==> config.mk <==
export PLATFORM = sky130hd
export DESIGN_NAME = result_drain_streamer_flat
export DESIGN_NICKNAME = d
export VERILOG_FILES = /design/src/rtl/result_drain_streamer_if.sv /design/src/rtl/result_drain_streamer.sv /design/src/flat_wrapper.sv
export SDC_FILE = /design/constraint.sdc
export NUM_CORES = 1
export LEC_CHECK = 0
export CORE_UTILIZATION = 50
export DETAILED_ROUTE_END_ITERATION = 8
export GPL_TIMING_DRIVEN = 0
export PLACE_DENSITY = 0.9
export SETUP_SLACK_MARGIN = 0.15
export SKIP_CTS_REPAIR_TIMING = 1
export SYNTH_ARGS = -nofsm -noshare
export SYNTH_HDL_FRONTEND = slang
export SYNTH_SLANG_ARGS = --single-unit
==> constraint.sdc <==
create_clock -name clk -period 5.71 [get_ports clk]
set_input_delay 1.142 -clock clk [delete_from_list [all_inputs] [get_ports clk]]
set_output_delay 1.142 -clock clk [all_outputs]
set_load 0.005 [all_outputs]
==> src/rtl/result_drain_streamer_if.sv <==
// Handshake/bus bundle for result_drain_streamer: control, results-SRAM read port, output element stream.
// master = streamer side, slave = controller/SRAM/sink side.
interface result_drain_streamer_if #(
    parameter int ADDRESSSIZE    = 10,
    parameter int PARTIAL_SUM_BW = 24,
    parameter int MATRIX_SIZE    = 16
);
    logic                                  start;
    logic [ADDRESSSIZE-1:0]                base_addr;
    logic                                  sram_rd_en;
    logic [ADDRESSSIZE-1:0]                sram_address;
    logic [PARTIAL_SUM_BW*MATRIX_SIZE-1:0] sram_data_in;
    logic                                  out_valid;
    logic                                  out_ready;
    logic [PARTIAL_SUM_BW-1:0]             out_data;
    logic                                  out_last;
    logic                                  busy;
    logic                                  done;

    modport master (
        input  start, base_addr, sram_data_in, out_ready,
        output sram_rd_en, sram_address, out_valid, out_data, out_last, busy, done
    );

    modport slave (
        output start, base_addr, sram_data_in, out_ready,
        input  sram_rd_en, sram_address, out_valid, out_data, out_last, busy, done
    );
endinterface

==> src/rtl/result_drain_streamer.sv <==
// Purpose: reads NUM_ROWS result rows from SRAM and streams them one PARTIAL_SUM_BW element per beat.
// Latency: first out_valid 3 cycles after start; 2 bubbles per row, none with RESULT_DRAIN_PREFETCH_EN.
// Backpressure: valid/ready; element and out_last held stable while out_ready is low.
module result_drain_streamer #(
    parameter int ADDRESSSIZE    = 10,
    parameter int PARTIAL_SUM_BW = 24,
    parameter int MATRIX_SIZE    = 16,
    parameter int NUM_ROWS       = 16
) (
    input  logic                      clk,
    input  logic                      rst,
    result_drain_streamer_if.master   bus
);
    localparam int KW = $clog2(MATRIX_SIZE);
    localparam int RW = (NUM_ROWS > 1) ? $clog2(NUM_ROWS) : 1;
    localparam int WW = PARTIAL_SUM_BW * MATRIX_SIZE;

    typedef enum logic [1:0] {IDLE, READ, WAIT, SHIFT} state_t;

    state_t                 state_q, state_d;
    logic [ADDRESSSIZE-1:0] row_ptr_q, row_ptr_d;
    logic [RW-1:0]          row_q, row_d;
    logic [KW-1:0]          k_q, k_d;
    logic [WW-1:0]          word_q, word_d;
    logic                   done_q, done_d;
    logic                   hs;
    logic                   last_elem;
    logic                   last_row;

`ifdef RESULT_DRAIN_PREFETCH_EN
    logic [WW-1:0]          pf_word_q;
    logic                   pf_cap_q;
    logic                   row_entry_q;
    logic                   pf_rd;
`endif

    assign last_elem = (k_q == KW'(MATRIX_SIZE - 1));
    assign last_row  = (row_q == RW'(NUM_ROWS - 1));
    assign bus.busy  = (state_q != IDLE);
    assign bus.done  = done_q;

    always_comb begin
        state_d          = state_q;
        row_ptr_d        = row_ptr_q;
        row_d            = row_q;
        k_d              = k_q;
        word_d           = word_q;
        done_d           = 1'b0;
        hs               = 1'b0;
        bus.sram_rd_en   = 1'b0;
        bus.sram_address = '0;
        bus.out_valid    = 1'b0;
        bus.out_data     = '0;
        bus.out_last     = 1'b0;
`ifdef RESULT_DRAIN_PREFETCH_EN
        pf_rd            = 1'b0;
`endif
        case (state_q)
            IDLE: begin
                if (bus.start) begin
                    row_ptr_d = bus.base_addr;
                    row_d     = '0;
                    k_d       = '0;
                    state_d   = READ;
                end
            end
            READ: begin
                bus.sram_rd_en   = 1'b1;
                bus.sram_address = row_ptr_q;
                state_d          = WAIT;
            end
            WAIT: begin
                word_d  = bus.sram_data_in;
                state_d = SHIFT;
            end
            SHIFT: begin
                bus.out_valid = 1'b1;
                bus.out_data  = word_q[k_q*PARTIAL_SUM_BW +: PARTIAL_SUM_BW];
                bus.out_last  = last_row & last_elem;
                hs            = bus.out_ready;
`ifdef RESULT_DRAIN_PREFETCH_EN
                // Fetch the next row while the current one is still streaming out.
                if (row_entry_q && !last_row) begin
                    pf_rd            = 1'b1;
                    bus.sram_rd_en   = 1'b1;
                    bus.sram_address = row_ptr_q + ADDRESSSIZE'(1);
                end
`endif
                if (hs) begin
                    if (!last_elem) begin
                        k_d = k_q + KW'(1);
                    end else begin
                        k_d = '0;
                        if (!last_row) begin
                            row_ptr_d = row_ptr_q + ADDRESSSIZE'(1);
                            row_d     = row_q + RW'(1);
`ifdef RESULT_DRAIN_PREFETCH_EN
                            // With a 2-element row the prefetch may land in this very cycle.
                            word_d    = pf_cap_q ? bus.sram_data_in : pf_word_q;
`else
                            state_d   = READ;
`endif
                        end else begin
                            state_d = IDLE;
                            done_d  = 1'b1;
                        end
                    end
                end
            end
            default: state_d = IDLE;
        endcase
    end

    always_ff @(posedge clk) begin
        if (rst) begin
            state_q   <= IDLE;
            row_ptr_q <= '0;
            row_q     <= '0;
            k_q       <= '0;
            word_q    <= '0;
            done_q    <= 1'b0;
        end else begin
            state_q   <= state_d;
            row_ptr_q <= row_ptr_d;
            row_q     <= row_d;
            k_q       <= k_d;
            word_q    <= word_d;
            done_q    <= done_d;
        end
    end

`ifdef RESULT_DRAIN_PREFETCH_EN
    always_ff @(posedge clk) begin
        if (rst) begin
            pf_word_q   <= '0;
            pf_cap_q    <= 1'b0;
            row_entry_q <= 1'b0;
        end else begin
            pf_cap_q    <= pf_rd;
            row_entry_q <= (state_d == SHIFT) && ((state_q != SHIFT) || (hs && last_elem));
            if (pf_cap_q) begin
                pf_word_q <= bus.sram_data_in;
            end
        end
    end
`endif
endmodule

==> src/flat_wrapper.sv <==
// flat-port wrapper written by rule: the top's interface ports become plain ports
module result_drain_streamer_flat 
#(
    parameter int ADDRESSSIZE    = 10,
    parameter int PARTIAL_SUM_BW = 24,
    parameter int MATRIX_SIZE    = 16,
    parameter int NUM_ROWS       = 16
)
  (clk, rst, bus_start, bus_base_addr, bus_sram_data_in, bus_out_ready, bus_sram_rd_en, bus_sram_address, bus_out_valid, bus_out_data, bus_out_last, bus_busy, bus_done);
  result_drain_streamer_if #(.ADDRESSSIZE(ADDRESSSIZE), .PARTIAL_SUM_BW(PARTIAL_SUM_BW), .MATRIX_SIZE(MATRIX_SIZE)) bus_i ();
  input  logic clk;
  input  logic rst;
  input wire logic [$bits(bus_i.start)-1:0] bus_start;
  input wire logic [$bits(bus_i.base_addr)-1:0] bus_base_addr;
  input wire logic [$bits(bus_i.sram_data_in)-1:0] bus_sram_data_in;
  input wire logic [$bits(bus_i.out_ready)-1:0] bus_out_ready;
  output wire logic [$bits(bus_i.sram_rd_en)-1:0] bus_sram_rd_en;
  output wire logic [$bits(bus_i.sram_address)-1:0] bus_sram_address;
  output wire logic [$bits(bus_i.out_valid)-1:0] bus_out_valid;
  output wire logic [$bits(bus_i.out_data)-1:0] bus_out_data;
  output wire logic [$bits(bus_i.out_last)-1:0] bus_out_last;
  output wire logic [$bits(bus_i.busy)-1:0] bus_busy;
  output wire logic [$bits(bus_i.done)-1:0] bus_done;
  assign bus_i.start = bus_start;
  assign bus_i.base_addr = bus_base_addr;
  assign bus_i.sram_data_in = bus_sram_data_in;
  assign bus_i.out_ready = bus_out_ready;
  assign bus_sram_rd_en = bus_i.sram_rd_en;
  assign bus_sram_address = bus_i.sram_address;
  assign bus_out_valid = bus_i.out_valid;
  assign bus_out_data = bus_i.out_data;
  assign bus_out_last = bus_i.out_last;
  assign bus_busy = bus_i.busy;
  assign bus_done = bus_i.done;
  result_drain_streamer #(.ADDRESSSIZE(ADDRESSSIZE), .PARTIAL_SUM_BW(PARTIAL_SUM_BW), .MATRIX_SIZE(MATRIX_SIZE), .NUM_ROWS(NUM_ROWS)) u_core (.clk(clk), .rst(rst), .bus(bus_i));
endmodule
==> impl_metrics.env <==
export IMPL_clock_path_buffers=3
export IMPL_drt_iter0_drc=1378
export IMPL_grt_overflow=0
export IMPL_finClkSkew_ns=0.01410
export IMPL_layout_common_cells="clkdlybuf4s50_1 (436), dfxtp_1 (405), nor2_1 (396)"
export IMPL_crit_required_ns=4.57
export IMPL_remaining_drc_errors=0
export IMPL_synth_cell_types=46
export IMPL_setup_viol=0
export IMPL_finalMaxSlewViolations=0
export IMPL_antenna_left=0
export IMPL_firstDrtPassIters=5
export IMPL_grt_max_degree=15
export IMPL_cp_end_kind="output port"
export IMPL_die_w_um=188.9
export IMPL_hold_viol=0
export IMPL_status="complete, no violations"
export IMPL_cts_num_sinks=405
export IMPL_viasPerCell=5.854
export IMPL_area_delta_synth_final_pct=36.66
export IMPL_start_kind="flip-flop"
export IMPL_grt_pass1_wl_um=92670
export IMPL_first_global_vias=15356
export IMPL_cp_max_fo=10
export IMPL_fp_coreArea_um2=34460
export IMPL_gp_congestion=0.9579
export IMPL_p_leak_nw=8.502
export IMPL_syn_nets=2034
export IMPL_clkTransAtPathRegs_ns=0.06
export IMPL_wl_um=63450
export IMPL_pwr_density_cell_nw_per_um2=415.2
export IMPL_post_drt_wl_per_cell_um=24.40
export IMPL_finalCritPeriodShare=0.8540
export IMPL_layout_commonest_cell="clkdlybuf4s50_1"
export IMPL_cts_made_buffers=42
export IMPL_period_minus_slack_ns=4.876
export IMPL_antenna_found_initial=9
export IMPL_port_buffers=436
export IMPL_drive_gt1_frac=0.1010
export IMPL_reg2reg_depth=7
export IMPL_hpwl_um=47550
export IMPL_die_area_um2=35680
export IMPL_reg2reg_slack_ns=2.88
export IMPL_worstPathCellList="buf_4 > buf_2 > buf_1 > mux4_2 > a22oi_1 > nand3_1 > clkdlybuf4s50_1"
export IMPL_die_height_um=188.9
export IMPL_cts_tree="done"
export IMPL_relSlewSlack=0.3569
export IMPL_rsz0062_at_grt="no"
export IMPL_fin_setup_tns_ns=0
export IMPL_hold_path_class="flip-flop to flip-flop"
export IMPL_vdd_drop_max_mv=0.2647
export IMPL_grt_usage=0.3482
export IMPL_synth_edff_count=0
export IMPL_power_mw=9.909
export IMPL_cts_root_buf="clkbuf_16"
export IMPL_vias=15226
export IMPL_synth_cells=1629
export IMPL_cts_max_level=2
export IMPL_cap_viol_max_count=0
export IMPL_syn_area_um2=17460
export IMPL_cp_slowest_cell="buf_1"
export IMPL_critPathMaxStageDelay_ns=0.65
export IMPL_io_pin_count=437
export IMPL_clock_latency_ns=0.55
export IMPL_yosysWarningCount=0
export IMPL_clock_fmax_mhz=205.1
export IMPL_start_util=0.5068
export IMPL_holdPathStages=2
export IMPL_ys_ff_latch=405
export IMPL_crit_type="flip-flop to output port"
export IMPL_critical_path_arrival_ns=3.73
export IMPL_std_cell_rows=68
export IMPL_fin_nets=2514
export IMPL_seq_area_frac_synth=0.4642
export IMPL_synth_main_ff_cell="dfxtp_1"
export IMPL_tightestPinTransition_ns=0.9647
export IMPL_synth_area_per_cell_um2=10.72
export IMPL_async_flop_share=0
-- kinds of logic after synthesis --
group,count (synthesis),synth area share
AOI/OAI and AO/OA,68,0.02801
xor gates and xnor gates,1,0.0005016
adders and majority gates,7,0.005015
buffers and inverters,132,0.03202
DFF,405,0.4643
muxes,486,0.3475
and+or+nand+nor,530,0.1227
-- cell usage after synthesis (9+ instances only) --
cell      number  share of area
a22oi_1       24          0.010
and2_1        10         0.0036
buf_1         16         0.0034
buf_2         48          0.014
clkbuf_1      59          0.013
dfxtp_1      405           0.46
mux2i_1      387           0.22
mux4_2        96           0.12
nand2_1       57          0.012
nand3_1       37          0.011
nor2_1       396          0.085
o21ai_0        9         0.0026
-- final cells by class --
type	instances	area, µm²
timing repair buffer	436	4364
fill	2488	10590
clock inverter	10	155.1
multi-input combinational	1092	8797
inverter	8	30.03
tap	455	569.3
buffer	124	529.3
sequential	405	8108
antenna	8	20.02
clock buffer	63	1294
-- where the power goes --
| part | switching [mW] | internal, mW | leakage [nW] | total [mW] |
|---|---|---|---|---|
| logic | 1.63 | 1.55 | 4.51 | 3.18 |
| registers | 0.400 | 3.45 | 3.29 | 3.85 |
| clock network | 1.14 | 1.74 | 0.708 | 2.88 |
| total | 3.17 | 6.73 | 8.50 | 9.91 |
-- registers in the layout (all words and copies together), names as in the netlist --
register	cells
u_core.bus.done	1
u_core.word_q	384
u_core.row_q	4
u_core.k_q	4
u_core.state_q	2
u_core.row_ptr_q	10
-- routing by layer --
| layer | GRT usage | wire length [µm] |
|---|---|---|
| met4 | 0.2125 | 4127 |
| met2 | 0.5489 | 28930 |
| met3 | 0.05820 | 5286 |
| met1 | 0.4488 | 25080 |
| met5 | 0 | 27 |
-- through the flow --
stage / hold WS (ns) / setup WS (ns) / cell area [µm²] / utilization / instances
detailed placement: 0.4747 / 1.538 / 22400 / 0.6500 / 2520
floorplan: 0.4546 / 2.833 / 17460 / - / 1629
finish: 0.4903 / 0.8337 / 23870 / 0.6926 / 2601
CTS: 0.4911 / 0.9471 / 23850 / 0.6920 / 2593
global route: 0.5180 / 0.7017 / 23860 / 0.6926 / 2600
global placement: 0.4656 / 1.569 / 22400 / 0.6500 / 2520
-- critical path, delay by kind of cell, from the launching register on --
kind	cells	cell delay (ns)
buffers and inverters	4	1.67
multiplexers	1	0.41
AO/OA/AOI/OAI	1	0.61
AND/OR/NAND/NOR	1	0.17
flip-flops	1	0.33
-- worst paths after layout --
| check | startpoint | to |
|---|---|---|
| setup / recovery | u_core.k_q[1] | bus_out_data[15] |
| hold / removal | u_core.word_q[323] | u_core.word_q[323] |
| setup reg to reg | u_core.state_q[0] | u_core.word_q[352] |
| hold reg to reg | u_core.word_q[323] | u_core.word_q[323] |
Note: power is estimated with default switching activity, not from simulation.
